[src/rtl/tetris_pkg.sv]
// rtl/tetris_pkg.sv - shared tetris types plus spi command-byte layout and decode helpers
package tetris_pkg;

  typedef enum logic [1:0] {
    CMD_LEFT   = 2'd0,
    CMD_RIGHT  = 2'd1,
    CMD_ROTATE = 2'd2,
    CMD_DROP   = 2'd3
  } command_t;

  typedef enum logic [2:0] {
    PIECE_I = 3'd0,
    PIECE_O = 3'd1,
    PIECE_T = 3'd2,
    PIECE_S = 3'd3,
    PIECE_Z = 3'd4,
    PIECE_J = 3'd5,
    PIECE_L = 3'd6
  } active_piece_t;

  typedef enum logic {
    CAP_IDLE,
    CAP_CLEAR
  } cap_state_t;

  localparam int MOVE_LSB       = 0;
  localparam int PIECE_LSB      = 2;
  localparam int MOVE_VALID_BIT = 5;

  typedef struct packed {
    command_t   move;
    logic       move_valid;
    logic [2:0] piece;
  } spi_cmd_t;

  // Index 7 has no piece behind it, so it folds onto the first piece.
  function automatic active_piece_t piece_from_index(logic [2:0] idx);
    return (idx == 3'd7) ? PIECE_I : active_piece_t'(idx);
  endfunction

  function automatic spi_cmd_t spi_cmd_from_byte(logic [5:0] b);
    spi_cmd_t c;
    c.move       = command_t'(b[MOVE_LSB +: 2]);
    c.move_valid = b[MOVE_VALID_BIT];
    c.piece      = piece_from_index(b[PIECE_LSB +: 3]);
    return c;
  endfunction

endpackage

[src/rtl/sync_fifo.sv]
// rtl/sync_fifo.sv - show-ahead synchronous FIFO; a push into a full FIFO is taken when a pop frees a slot
module sync_fifo #(
  parameter int WIDTH = 8,
  parameter int DEPTH = 4
) (
  input  logic                         clk,
  input  logic                         reset,
  input  logic                         push_i,
  input  logic [WIDTH-1:0]             wdata_i,
  input  logic                         pop_i,
  output logic [WIDTH-1:0]             rdata_o,
  output logic                         full_o,
  output logic                         empty_o,
  output logic [$clog2(DEPTH+1)-1:0]   count_o
);

  localparam int AW = $clog2(DEPTH);
  localparam int CW = $clog2(DEPTH+1);

  logic [WIDTH-1:0] mem_q [DEPTH];
  logic [AW-1:0]    wr_ptr_q, wr_ptr_d;
  logic [AW-1:0]    rd_ptr_q, rd_ptr_d;
  logic [CW-1:0]    count_q, count_d;
  logic             do_push, do_pop;

  assign empty_o = (count_q == '0);
  assign full_o  = (count_q == CW'(DEPTH));
  assign do_pop  = pop_i && !empty_o;
  assign do_push = push_i && (!full_o || do_pop);
  assign rdata_o = mem_q[rd_ptr_q];
  assign count_o = count_q;

  always_comb begin
    wr_ptr_d = wr_ptr_q;
    rd_ptr_d = rd_ptr_q;
    count_d  = count_q;
    if (do_push) wr_ptr_d = wr_ptr_q + 1'b1;
    if (do_pop)  rd_ptr_d = rd_ptr_q + 1'b1;
    if (do_push && !do_pop) count_d = count_q + 1'b1;
    if (do_pop && !do_push) count_d = count_q - 1'b1;
  end

  always_ff @(posedge clk) begin
    if (reset) begin
      wr_ptr_q <= '0;
      rd_ptr_q <= '0;
      count_q  <= '0;
    end else begin
      wr_ptr_q <= wr_ptr_d;
      rd_ptr_q <= rd_ptr_d;
      count_q  <= count_d;
    end
  end

  always_ff @(posedge clk) begin
    if (do_push) mem_q[wr_ptr_q] <= wdata_i;
  end

endmodule

[src/rtl/spi_command_queue.sv]
// rtl/spi_command_queue.sv - captures spi bytes with a clear handshake and queues decoded commands for the game logic
import tetris_pkg::*;

module spi_command_queue #(
  parameter int DEPTH            = 4,
  parameter int DROP_COUNT_WIDTH = 8
) (
  input  logic                         clk,
  input  logic                         reset,
  input  logic [7:0]                   spi_data,
  input  logic                         spi_data_valid,
  output logic                         spi_clear,
  output logic                         cmd_valid,
  input  logic                         cmd_ready,
  output logic [1:0]                   cmd_move,
  output logic                         cmd_move_valid,
  output logic [2:0]                   cmd_piece,
  output logic [$clog2(DEPTH+1)-1:0]   fifo_count,
  output logic [DROP_COUNT_WIDTH-1:0]  drop_count,
  output logic                         overflow
);

  localparam int CMD_W = $bits(spi_cmd_t);

  cap_state_t                  state_q, state_d;
  logic                        spi_clear_q;
  logic [DROP_COUNT_WIDTH-1:0] drop_count_q, drop_count_d;
  logic                        overflow_q, overflow_d;
  logic                        push, pop, drop;
  logic                        fifo_full, fifo_empty;
  logic [CMD_W-1:0]            fifo_wdata, fifo_rdata;
  spi_cmd_t                    head;
  logic                        unused_byte_bits;

  // Top two bits of the command byte carry no meaning for the game.
  assign unused_byte_bits = ^spi_data[7:6];
  assign fifo_wdata       = spi_cmd_from_byte(spi_data[5:0]);

  always_comb begin
    state_d = state_q;
    push    = 1'b0;
    case (state_q)
      CAP_IDLE: begin
        if (spi_data_valid) begin
          push    = 1'b1;
          state_d = CAP_CLEAR;
        end
      end
      CAP_CLEAR: begin
        if (!spi_data_valid) state_d = CAP_IDLE;
      end
      default: state_d = CAP_IDLE;
    endcase
  end

  assign pop  = cmd_ready && !fifo_empty;
  assign drop = push && fifo_full && !pop;

  always_comb begin
    drop_count_d = drop_count_q;
    if (drop && (drop_count_q != '1)) drop_count_d = drop_count_q + 1'b1;
    overflow_d = overflow_q | drop;
  end

  always_ff @(posedge clk) begin
    if (reset) begin
      state_q      <= CAP_IDLE;
      spi_clear_q  <= 1'b0;
      drop_count_q <= '0;
      overflow_q   <= 1'b0;
    end else begin
      state_q      <= state_d;
      spi_clear_q  <= (state_d == CAP_CLEAR);
      drop_count_q <= drop_count_d;
      overflow_q   <= overflow_d;
    end
  end

  sync_fifo #(
    .WIDTH (CMD_W),
    .DEPTH (DEPTH)
  ) u_fifo (
    .clk     (clk),
    .reset   (reset),
    .push_i  (push),
    .wdata_i (fifo_wdata),
    .pop_i   (cmd_ready),
    .rdata_o (fifo_rdata),
    .full_o  (fifo_full),
    .empty_o (fifo_empty),
    .count_o (fifo_count)
  );

  // Stale storage must not leak onto the command fields while empty.
  assign head           = fifo_empty ? '0 : spi_cmd_t'(fifo_rdata);
  assign cmd_valid      = !fifo_empty;
  assign cmd_move       = head.move;
  assign cmd_move_valid = head.move_valid;
  assign cmd_piece      = head.piece;
  assign spi_clear      = spi_clear_q;
  assign drop_count     = drop_count_q;
  assign overflow       = overflow_q;

endmodule

[config.mk]
export PLATFORM = sky130hd
export DESIGN_NAME = spi_command_queue
export DESIGN_NICKNAME = d
export VERILOG_FILES = /design/src/rtl/tetris_pkg.sv /design/src/rtl/sync_fifo.sv /design/src/rtl/spi_command_queue.sv
export SDC_FILE = /design/constraint.sdc
export NUM_CORES = 1
export LEC_CHECK = 0
export BUFFER_PORTS_ARGS = -buffer_cell sky130_fd_sc_hd__buf_2
export CORE_ASPECT_RATIO = 1.25
export CORE_MARGIN = 1.5
export CORE_UTILIZATION = 57
export CTS_CLUSTER_DIAMETER = 30
export DETAILED_ROUTE_END_ITERATION = 6
export GPL_TIMING_DRIVEN = 0
export HOLD_SLACK_MARGIN = 0.08
export PLACE_DENSITY = 0.89
export SYNTH_ARGS = -nofsm -noshare
export SYNTH_HDL_FRONTEND = slang
export SYNTH_SLANG_ARGS = --single-unit
export TNS_END_PERCENT = 1
[constraint.sdc]
create_clock -name clk -period 6.7 [get_ports clk]
set_clock_uncertainty 0.1 [all_clocks]
set_input_delay 0.67 -clock clk [delete_from_list [all_inputs] [get_ports clk]]
set_output_delay 0.67 -clock clk [all_outputs]
set_load 0.005 [all_outputs]
# Word level (Yosys, flattened, before mapping)
# Memory sizes are Yosys's and may differ from the RTL's. A register that Yosys moved wholly into a read port is not among the register bits.
# Cells that the tools add are included.
[word_totals] reg_bits=17 latchBits=0 ram_bits=24 mem_bits_ro=0 in_bits=12 out_inout_bits=20 wordCells=40 mem_count=1
[op_classes] addsub=5 multipliers=0 div=0 n_lt_le_gt_ge=0 eq_ne=3 shifts=0 muxes=10 n_bitwise=1 reduce_logical=14
[mem_list] name="u_fifo.mem_q" words=4 word_bits=6 read_ports=1 rd_clocked_by_memory_dff=1 wr=1 line="sync_fifo.sv:20" rtl="logic [WIDTH-1:0] mem_q [DEPTH];"
[op_table] operator="two-way mux 3 bit" n=3
[op_table] operator="adder 8 x 1 -> 8 bit, second input constant" n=1
[op_table] operator="inequality test 8 bit, second input constant" n=1
[op_table] operator="logical AND 1 bit" n=7
[op_table] operator="== test 3 bit, second input constant" n=2
[op_table] operator="two-way mux 6 bit" n=1
[op_table] operator="adder 2 x 1 -> 2 bit, second input constant" n=2
[op_table] operator="logical NOT 1 bit" n=4
[op_table] operator="two-way mux 1 bit" n=4
[op_table] operator="two-way mux 2 bit" n=2
[op_table] operator="adder 3 x 1 -> 3 bit, second input constant" n=1
[op_table] operator="logical NOT 3 bit" n=1
[op_table] operator="subtractor 3 x 1 -> 3 bit, second input constant" n=1
[op_table] operator="nonzero test 2 bit" n=1
[op_table] operator="logical OR 1 bit" n=1
[op_table] operator="bitwise OR 1 bit" n=1

# Logic depth before layout (Yosys ltp)
# Gate-level depths: netlist of run 1.
[depth] depth_word=8 depth_mapped=7 depth_no_buf=6

# By module
# From an unflattened synthesis of run 1, not the netlist that was laid out.
[unflattened] hier_cells=157 hier_area_um2=1963.1
[by_module_without_submodules] module="sync_fifo" instances=1 cells_each=90 area_per_inst_um2=1400.1 seq_area_each_um2=900.9
[by_module_without_submodules] module="spi_command_queue" instances=1 cells_each=67 area_per_inst_um2=563.0 seq_area_each_um2=200.2

# Worst setup path before layout of run 1
# OpenSTA, ideal clock, no wires.
[synth_timing] path_type="input to register" startpoint="in cmd_ready" endpoint="reg u_fifo.count_q[2] (netlist: u_fifo.count_o[2])" setup_ps=132 t_arrival_ps=2073 required_ps=6468 setup_slack_ps=4395 path_stages=6 path_buffers=1 cell_sequence="clkbuf_1 > nand3_1 > fa_1 > or3_1 > a32oi_1 > a21oi_1"
[synth_between] elab_chain_len=6 word_cells_on_any_way=9 classes_between="1 x mux; 8 x reduce/logical"
[synth_rtl] element="from (decl)" line="spi_command_queue.sv:14" rtl="input logic cmd_ready,"
[synth_rtl] element="logical AND 1 bit *" line="sync_fifo.sv:28" rtl="assign do_pop = pop_i && !empty_o;"
[synth_rtl] element="logical OR 1 bit" line="sync_fifo.sv:29" rtl="assign do_push = push_i && (!full_o || do_pop);"
[synth_rtl] element="logical AND 1 bit" line="sync_fifo.sv:29"
[synth_rtl] element="logical NOT 1 bit" line="sync_fifo.sv:40" rtl="if (do_pop && !do_push) count_d = count_q - 1'b1;"
[synth_rtl] element="logical AND 1 bit" line="sync_fifo.sv:40"
[synth_rtl] element="two-way mux 3 bit or nonzero test 2 bit (tied branches)"
[synth_rtl] element="to (signal assigned)" line="sync_fifo.sv:51" rtl="count_q <= count_d;"
[synth_rtl] element="to (decl)" line="sync_fifo.sv:23" rtl="logic [CW-1:0] count_q, count_d;"
# Mark *: on every way between the ends. The rest lies on a longest branch, timed or not.
# A chain may end at the register's enable or synchronous reset.

==> out/metrics.cfg, run 1 <==
[timing]
slew_viol_final=0
period_share_pct=39.50
slew_headroom_pct=66.40
tns_ns=0
min_period_ns=2.647
setup_viol=0
hold_viol=0
tightest_slew_ns=0.5040
timing.fmax_mhz=377.8
fin_ws_ns=4.053
grt_setup_unrepaired=false

[clocking]
clockBufferDepth=2
cts_root_buffer=clkbuf_8
holdBufCountCts=0
cts_setup_buffers=0
cts.sinks=43
insertion_delay_ns=0.29
post_cts_resized=0
cts_tree=yes
cts-htree-levels=2
cts_made_buffers=5
cts.reportedPaths.clkPinSlew_ns=0.08

[critical_path]
startpoint_type=flip-flop
r2r_start=u_fifo.count_o[0]
cp.arrival_ns=1.88
cp.required_ns=5.93
path_delay_family=multiplexers
reg2reg_slack_ns=4.17
crit_chain=clkbuf_1 > mux4_2 > and2_1 > buf_2
crit_fanout=6
critPathBufInv=2
end_kind=output port
max_stage_delay_ns=0.59
r2r_end=u_fifo.count_o[2]
reg2reg_depth=7
critPathKind=flip-flop to output port
cp_slowest_cell=mux4_2

[layout]
nNetsFinal=205
final_common_cell=buf_2
n_antenna_cell=0
multiInputGateArea_um2=769.5
final_cell_area_mm2=0.002185
final_cell_mix=29 x buf_2, 24 x edfxtp_1, 19 x dfxtp_1
instances_no_fill=225
num-fill-cells=245
regArea_mm2=0.001101
drive_gt1_share_pct=23.94
syn_to_final_growth_pct=14.19

[logic_synthesis]
yosysTopAreaCell=edfxtp_1
synth.top_cell.area_share_pct=37.67
synth-seq-cells=43
synth_edf_count=24
syn_nets=170
synth_top_flop_cell=edfxtp_1
synth_cells=152
asyncSetResetFlopFracSynth_pct=0
yosysSeqAreaShare_pct=57.55
syn_area_per_cell_um2=12.59
synthDistinctLibCells=37
yosys-top-cells-area=edfxtp_1 38%, dfxtp_1 20%, mux4_2 7.1%
yosysWarnings=0
syn_area_mm2=0.001913

[routing]
drc=0
post_drt_wl_per_cell_um=16.68
vias=1310
dr.first_iter.drc_count=29
final_antenna_net_count=0
via_per_inst=5.822
wl_um=3752
firstDrtPassIters=4

[min_path]
min_to=overflow
hold_path_class=flip-flop to flip-flop
hold-path-cell-count=2
min_from=overflow

[grt]
busiest_layer=met2
grt_pass1_vias=1324
groute.usage.overall_pct=23.38
met1_usage_pct=24.05
grt_antenna_before_repair=0
grt_util_met3_pct=5.088
met2_usage_pct=40.48
grt_pass1_wl_um=5844
grt_max_degree=14
overflow=0

[floorplanning]
core.rowCount=23
core_mm2=0.003194
die_w_um=54.82
start_util_pct=59.89
die_area_mm2=0.003715
die_height_um=67.77
ios=32

[placed_design]
dp_cells=217
dpl.hpwl_um=2767
pre_cts_ws_ns=4.092
portBuffers=28
dpl_cell_area_mm2=0.002100
gp_congestion=0.7434

[outcome]
status=complete, no violations

[power]
total_power_uw=585.3
power-per-cell-area_mw_per_mm2=267.9
leakage_nw=0.8311
vdd_drop_max_mv=0.2055

[flow_run]
drv_cap=0

cell families after synthesis:
logic type	Yosys count	synth area share, %
and+or+nand+nor	52	15.43
muxes	8	8.110
DFF	43	57.55
xor gates and xnor gates	6	2.747
buffers and inverters	11	2.223
AOI/OAI and AO/OA	26	9.614
adders and majority gates	6	4.317
per-stage QoR:
stage	hold slack, ns	utilization [%]
floorplan	0.3604	-
global placement	0.3541	65.73
detailed placement	0.3751	65.73
CTS	0.4020	68.39
global route	0.4297	68.39
finish	0.3975	68.39
layer usage:
metal	wire length, µm	vias to the layer above
met4	91	0
met5	0	-
met1	1372	622
li1	-	632
met3	178	10
met2	2109	46
synthesized netlist by cell type (all sizes together) (4+ instances only):
cell    count
edfxtp     24
and2       10
nand3       8
ha          5
nand2       7
or3         4
nor2       12
inv         4
dfxtp      19
mux4        6
a21oi       7
xor2        4
clkbuf      5
o21ai       4
registers in the layout (all words and copies together), names as in the netlist, named ones only:
name and flops:
drop_count 8, overflow 1, spi_clear 1, u_fifo.count_o 3, u_fifo.mem_q 24, u_fifo.rd_ptr_q 2, u_fifo.wr_ptr_q 2
report_power, final:
part / leakage [nW] / switching, mW / total [mW] / internal, mW
Clock: 0.0412 / 0.0846 / 0.157 / 0.0728
Sequential: 0.375 / 0.0143 / 0.310 / 0.296
Combinational: 0.415 / 0.0602 / 0.118 / 0.0579
Total: 0.831 / 0.159 / 0.585 / 0.426
cell type report:
| class | count | area share [%] |
|---|---|---|
| sequential | 43 | 50.40 |
| buffer | 7 | 1.260 |
| timing repair buffer | 28 | 6.415 |
| tap | 37 | 2.119 |
| clock buffer | 6 | 3.322 |
| inverter | 4 | 0.6873 |
| clock inverter | 2 | 0.5727 |
| multi-input combinational | 98 | 35.22 |
worst max path at each step:
stage / from / to / slack, ns / depth (start not counted)
2_1_floorplan: cmd_ready / u_fifo.count_o[2] / 4.39 / 6
3_3_place_gp: cmd_ready / u_fifo.count_o[2] / 4.16 / 7
3_5_place_dp: cmd_ready / u_fifo.count_o[2] / 4.09 / 7
4_1_cts: flip-flop / cmd_move_valid / 4.01 / 4
5_1_grt: flip-flop / cmd_move_valid / 3.89 / 4
6_report: flip-flop / cmd_move_valid / 4.05 / 4
worst reg2reg max path: stages (launching register included):
cell	delay (ns)
dfxtp_1	0.51
or3_1	0.16
clkbuf_1	0.34
nand3_1	0.15
fa_1	0.45
or3_1	0.39
a32oi_1	0.21
a21oi_1	0.09
(Power assumes the default switching activity.)
==> inputs of run 2 (changes only) <==
Settings changed: CORE_UTILIZATION 57 to 49, PLACE_DENSITY 0.89 to 0.82.
Clock period 6.7 ns to 2.3 ns, I/O delays scaled along.
==> out/metrics.cfg, run 2 (same netlist as run 1, synthesis figures left out) <==
[critical_path]
r2r_start=u_fifo.count_o[2]
startpoint_type=flip-flop
startpoint=u_fifo.count_o[2]
cp.required_ns=2.36  ; -3.57 ns
crit_fanout=10  ; +4
crit_chain=or3_4 > nand3_1 > fa_1 > or3_1 > a32oi_1 > a21oi_1
cp_slowest_cell=fa_1
max_stage_delay_ns=0.44  ; -0.15 ns
path_delay_family=simple AND/OR/NAND/NOR gates
critPathKind=flip-flop to flip-flop
end_kind=flip-flop
critPathBufInv=0  ; -2
cp.arrival_ns=2.14  ; +0.26 ns

[layout]
drive_gt1_share_pct=25.40  ; +1.5 points
nNetsFinal=206  ; +0.49%
instances_no_fill=229  ; +1.8%
syn_to_final_growth_pct=17.14
final_common_cell=buf_2
largest_register_ffs=24  ; unchanged
final_cell_mix=29 x buf_2, 24 x edfxtp_1, 17 x dfxtp_1
final_cell_area_mm2=0.002241  ; +2.6%
n_antenna_cell=0  ; unchanged
top_register=u_fifo.mem_q

[timing]
min_period_ns=2.081
hold_viol=0  ; unchanged
setup_viol=0  ; unchanged
tightest_slew_ns=0.4788  ; -0.02520 ns
grt_setup_unrepaired=false
timing.fmax_mhz=480.6
hold_slack_ns=0.09083  ; -0.3066 ns
slew_headroom_pct=67.80  ; +1.4 points
tns_ns=0  ; unchanged
period_share_pct=90.46
slew_viol_final=0  ; unchanged

[clocking]
cts-htree-levels=2  ; unchanged
insertion_delay_ns=0.28  ; about the same
cts_made_buffers=5  ; unchanged
cts.reportedPaths.clkPinSlew_ns=0.07  ; about the same
cts_setup_buffers=0  ; unchanged
clockBufferDepth=2  ; unchanged
cts_root_buffer=clkbuf_8
cts.sinks=43  ; unchanged
cts_tree=yes

[routing]
wl_um=3153  ; -16%
post_drt_wl_per_cell_um=13.77  ; -17%
final_antenna_net_count=0  ; unchanged
drc=0  ; unchanged
dr.first_iter.drc_count=33  ; +14%
via_per_inst=5.581  ; -4.1%
vias=1278  ; -2.4%
firstDrtPassIters=4  ; unchanged

[grt]
overflow=0  ; unchanged
grt_max_degree=14  ; unchanged
grt_pass1_vias=1212  ; -8.5%
grt_pass1_wl_um=5306  ; -9.2%
groute.usage.overall_pct=16.42  ; -7.0 points
grt_antenna_before_repair=0  ; unchanged

[placed_design]
dpl_cell_area_mm2=0.002103  ; +0.18%
dpl.hpwl_um=2267  ; -18%
gp_congestion=0.8670  ; +17%
dp_cells=220  ; +1.4%
portBuffers=28  ; unchanged

[flow_run]
drv_cap=0  ; unchanged

[power]
vdd_drop_max_mv=0.5873  ; +190%
leakage_nw=0.8558  ; +3.0%
power-per-cell-area_mw_per_mm2=798.8  ; +200%

[floorplanning]
core.rowCount=25  ; +8.7%
ios=32  ; unchanged
die_height_um=72.86  ; +7.5%
start_util_pct=50.97  ; -8.9 points
die_area_mm2=0.004290  ; +15%
core_mm2=0.003754  ; +18%
die_w_um=58.89  ; +7.4%

[min_path]
hold_path_class=input pin to flip-flop
min_from=spi_data_valid

[outcome]
status=complete, no violations

[run 2: cell count changes in the layout (fill, tap and decap cells not counted), sizes merged]
cell | previous run | this run
dlygate4sd3 | 0 | 3
bufinv | 0 | 1
clkinvlp | 1 | 0
clkbuf | 11 | 8
clkinv | 1 | 2
[run 2: cell type report]
type / count / area, µm²
inverter: 4 / 15.01
multi-input combinational: 98 / 774.5
tap: 40 / 50.05
buffer: 5 / 20.02
clock buffer: 5 / 68.82
timing repair buffer: 31 / 170.2
clock inverter: 3 / 38.79
sequential: 43 / 1104
fill: 306 / 1513
[run 2: report_power, final]
group	internal (mW)	total, mW	switching [mW]
combinational	0.174	0.318	0.145
clock	0.318	0.552	0.235
sequential	0.863	0.920	0.0565
total	1.35	1.79	0.436
[run 2: final timing paths]
path | to | slack, ns | cells past startpoint
max | u_fifo.count_o[2] | 0.22 | 6
min | spi_clear | 0.09 | 2
max reg2reg | u_fifo.count_o[2] | 0.22 | 6
min reg2reg | overflow | 0.40 | 2
[run 2: per-layer routing]
metal	part of all wire, %	vias up	wire length [µm]	GRT usage (%)
met5	0	-	0	0
met4	1.4	0	43	5.303
met3	4.0	5	126	4.255
met2	52	26	1627	29.51
met1	43	612	1356	18.67
li1	-	635	-	-
[run 2: through the flow]
step	utilization (%)	power, mW	worst slack, ns
floorplan	-	1.144	0.06759
global placement	56.03	1.241	-0.1234
detailed placement	56.03	1.254	-0.1553
CTS	59.73	1.811	0.08746
global route	59.70	1.883	0.06880
finish	59.70	1.790	0.2193
[run 2: worst reg2reg max path, delay by kind of cell (launching register included)]
kind	cells	cell delay, ns
adder cells (fa/ha/maj)	1	0.44
AND/OR/NAND/NOR	3	0.70
flip-flops	1	0.43
AO/OA/AOI/OAI	2	0.28
[run 2: timing repair]
action | 4_1_cts | 5_1_grt
hold endpoints to repair | 12 | 0
setup endpoints to repair | 1 | 7
hold buffers | 3 | 0
gates cloned | 0 | 0
gates resized for setup | 1 | 2
pin swaps | 0 | 0
==> inputs of run 3 (changes only) <==
Settings changed: CELL_PAD_IN_SITES_DETAIL_PLACEMENT from default to 0, CELL_PAD_IN_SITES_GLOBAL_PLACEMENT from default to 1, CORE_UTILIZATION 49 to 40, PLACE_DENSITY 0.82 to 0.83.
==> out/metrics.cfg, run 3 (same netlist as run 1, synthesis figures left out) <==
[timing]
slew_headroom_pct=68.23  ; +0.43 points
min_period_ns=2.138  ; +0.05776 ns
tightest_slew_ns=0.4745  ; -0.004222 ns
setup_viol=0  ; unchanged
grt_setup_unrepaired=false
hold_viol=0  ; unchanged
period_share_pct=92.98  ; +2.5 points
timing.fmax_mhz=467.6  ; -2.7%
slew_viol_final=0  ; unchanged
tns_ns=0  ; unchanged

[floorplanning]
core.rowCount=27  ; +8.0%
core_mm2=0.004493  ; +20%
start_util_pct=42.58  ; -8.4 points
ios=32  ; unchanged
die_w_um=64.86  ; +10%
die_height_um=80.32  ; +10%
die_area_mm2=0.005209  ; +21%

[power]
pwr-share-seq_pct=53.4  ; +2.0 points
leakage_nw=0.8515  ; -0.50%
vdd_drop_max_mv=0.3416  ; -42%
power-per-cell-area_mw_per_mm2=751.7  ; -5.9%
p_int_mw=1.250  ; -7.7%
p_comb_share_pct=20.3  ; +2.5 points
clock_power_share_pct=26.3  ; -4.5 points
switching_share_pct=26.16  ; +1.8 points
p_switching_uw=442.9  ; +1.6%
total_power_mw=1.693  ; -5.4%

[clocking]
cts_root_buffer=clkbuf_8
cts.sinks=43  ; unchanged
cts_made_buffers=5  ; unchanged
cts-htree-levels=2  ; unchanged
cts_tree=yes
insertion_delay_ns=0.29  ; about the same
cts.reportedPaths.clkPinSlew_ns=0.08  ; about the same
clockBufferDepth=2  ; unchanged

[grt]
overflow=0  ; unchanged
grt_pass1_vias=1262  ; +4.1%
groute.usage.overall_pct=14.82  ; -1.6 points
grt_pass1_wl_um=5692  ; +7.3%
grt_max_degree=14  ; unchanged
grt_antenna_before_repair=0  ; unchanged

[routing]
post_drt_wl_per_cell_um=13.91  ; +1.0%
final_antenna_net_count=0  ; unchanged
vias=1285  ; +0.55%
dr.first_iter.drc_count=28  ; -15%
wl_um=3463  ; +9.8%
via_per_inst=5.161  ; -7.5%
drc=0  ; unchanged
firstDrtPassIters=4  ; unchanged

[min_path]
hold-path-cell-count=2  ; unchanged
hold_path_class=input pin to flip-flop

[layout]
syn_to_final_growth_pct=17.72
n_antenna_cell=0  ; unchanged
final_cell_mix=29 x buf_2, 24 x edfxtp_1, 17 x dfxtp_1
largest_register_ffs=24  ; unchanged
final_common_cell=buf_2
top_register=u_fifo.mem_q
nNetsFinal=208  ; +0.97%
drive_gt1_share_pct=25.13  ; -0.27 points

[critical_path]
reg2reg_depth=6  ; unchanged
end_kind=flip-flop
critPathKind=flip-flop to flip-flop
startpoint_type=flip-flop
cp.required_ns=2.35  ; about the same
crit_fanout=10  ; unchanged
cp.arrival_ns=2.19  ; +0.05 ns

[outcome]
status=complete, no violations

[flow_run]
drv_cap=0  ; unchanged

[placed_design]
portBuffers=28  ; unchanged
gp_congestion=0.7211  ; -17%
dpl.hpwl_um=2545  ; +12%

-- run 3: worst paths after layout --
path | startpoint | to | slack [ns]
worst max-delay path | u_fifo.count_o[2] | u_fifo.count_o[2] | 0.16
worst min-delay path | reset | spi_clear | 0.24
worst min register to register | overflow | overflow | 0.39
worst max register to register | u_fifo.count_o[2] | u_fifo.count_o[2] | 0.16
-- run 3: per-layer routing --
metal | up-vias | track usage, % | part of all wire [%]
li1 | 638 | - | -
met1 | 605 | 15.84 | 42
met2 | 36 | 27.84 | 53
met3 | 6 | 3.361 | 4.1
met4 | 0 | 5.745 | 1.5
met5 | - | 0 | 0
-- run 3: final cells by class --
type | count | area, µm²
clock inverter | 2 | 8.758
fill | 402 | 2241
buffer | 6 | 25.02
inverter | 4 | 15.01
timing repair buffer | 32 | 180.2
clock buffer | 6 | 72.57
sequential | 43 | 1104
tap | 58 | 72.57
multi-input combinational | 98 | 774.5
-- run 3: power by group through the flow --
stage | combinational [mW] | clock, mW | sequential (mW)
6_report | 0.344 | 0.445 | 0.903
3_3_place_gp | 0.325 | 0 | 0.915
5_1_grt | 0.392 | 0.487 | 0.911
2_1_floorplan | 0.232 | 0 | 0.912
3_5_place_dp | 0.340 | 0 | 0.919
4_1_cts | 0.348 | 0.457 | 0.902
-- run 3: metrics by stage --
stage / hold slack [ns] / instance area [µm²] / util [%] / cells / setup WS, ns
finish: 0.2350 / 2252 / 50.13 / 249 / 0.1616
global route: 0.2697 / 2252 / 50.13 / 249 / 0.01049
CTS: 0.08277 / 2238 / 49.82 / 248 / 0.07048
detailed placement: 0.3568 / 2126 / 47.31 / 238 / -0.2122
global placement: 0.3461 / 2126 / 47.31 / 238 / -0.1219
floorplan: 0.2289 / 1913 / - / 152 / 0.06759
-- run 3: worst max-delay path: stages, from the launching register on --
cell and delay (ns):
dfxtp_1 0.44, or3_4 0.23, nand3_1 0.10, fa_1 0.45
or3_1 0.39, a32oi_1 0.21, a21oi_1 0.09
-- run 3: timing repair --
action	CTS	global route
setup buffers	0	0
endpoints found under the setup margin	1	2
hold buffers	3	1
resized for setup	1	4
hold endpoints to repair	12	1
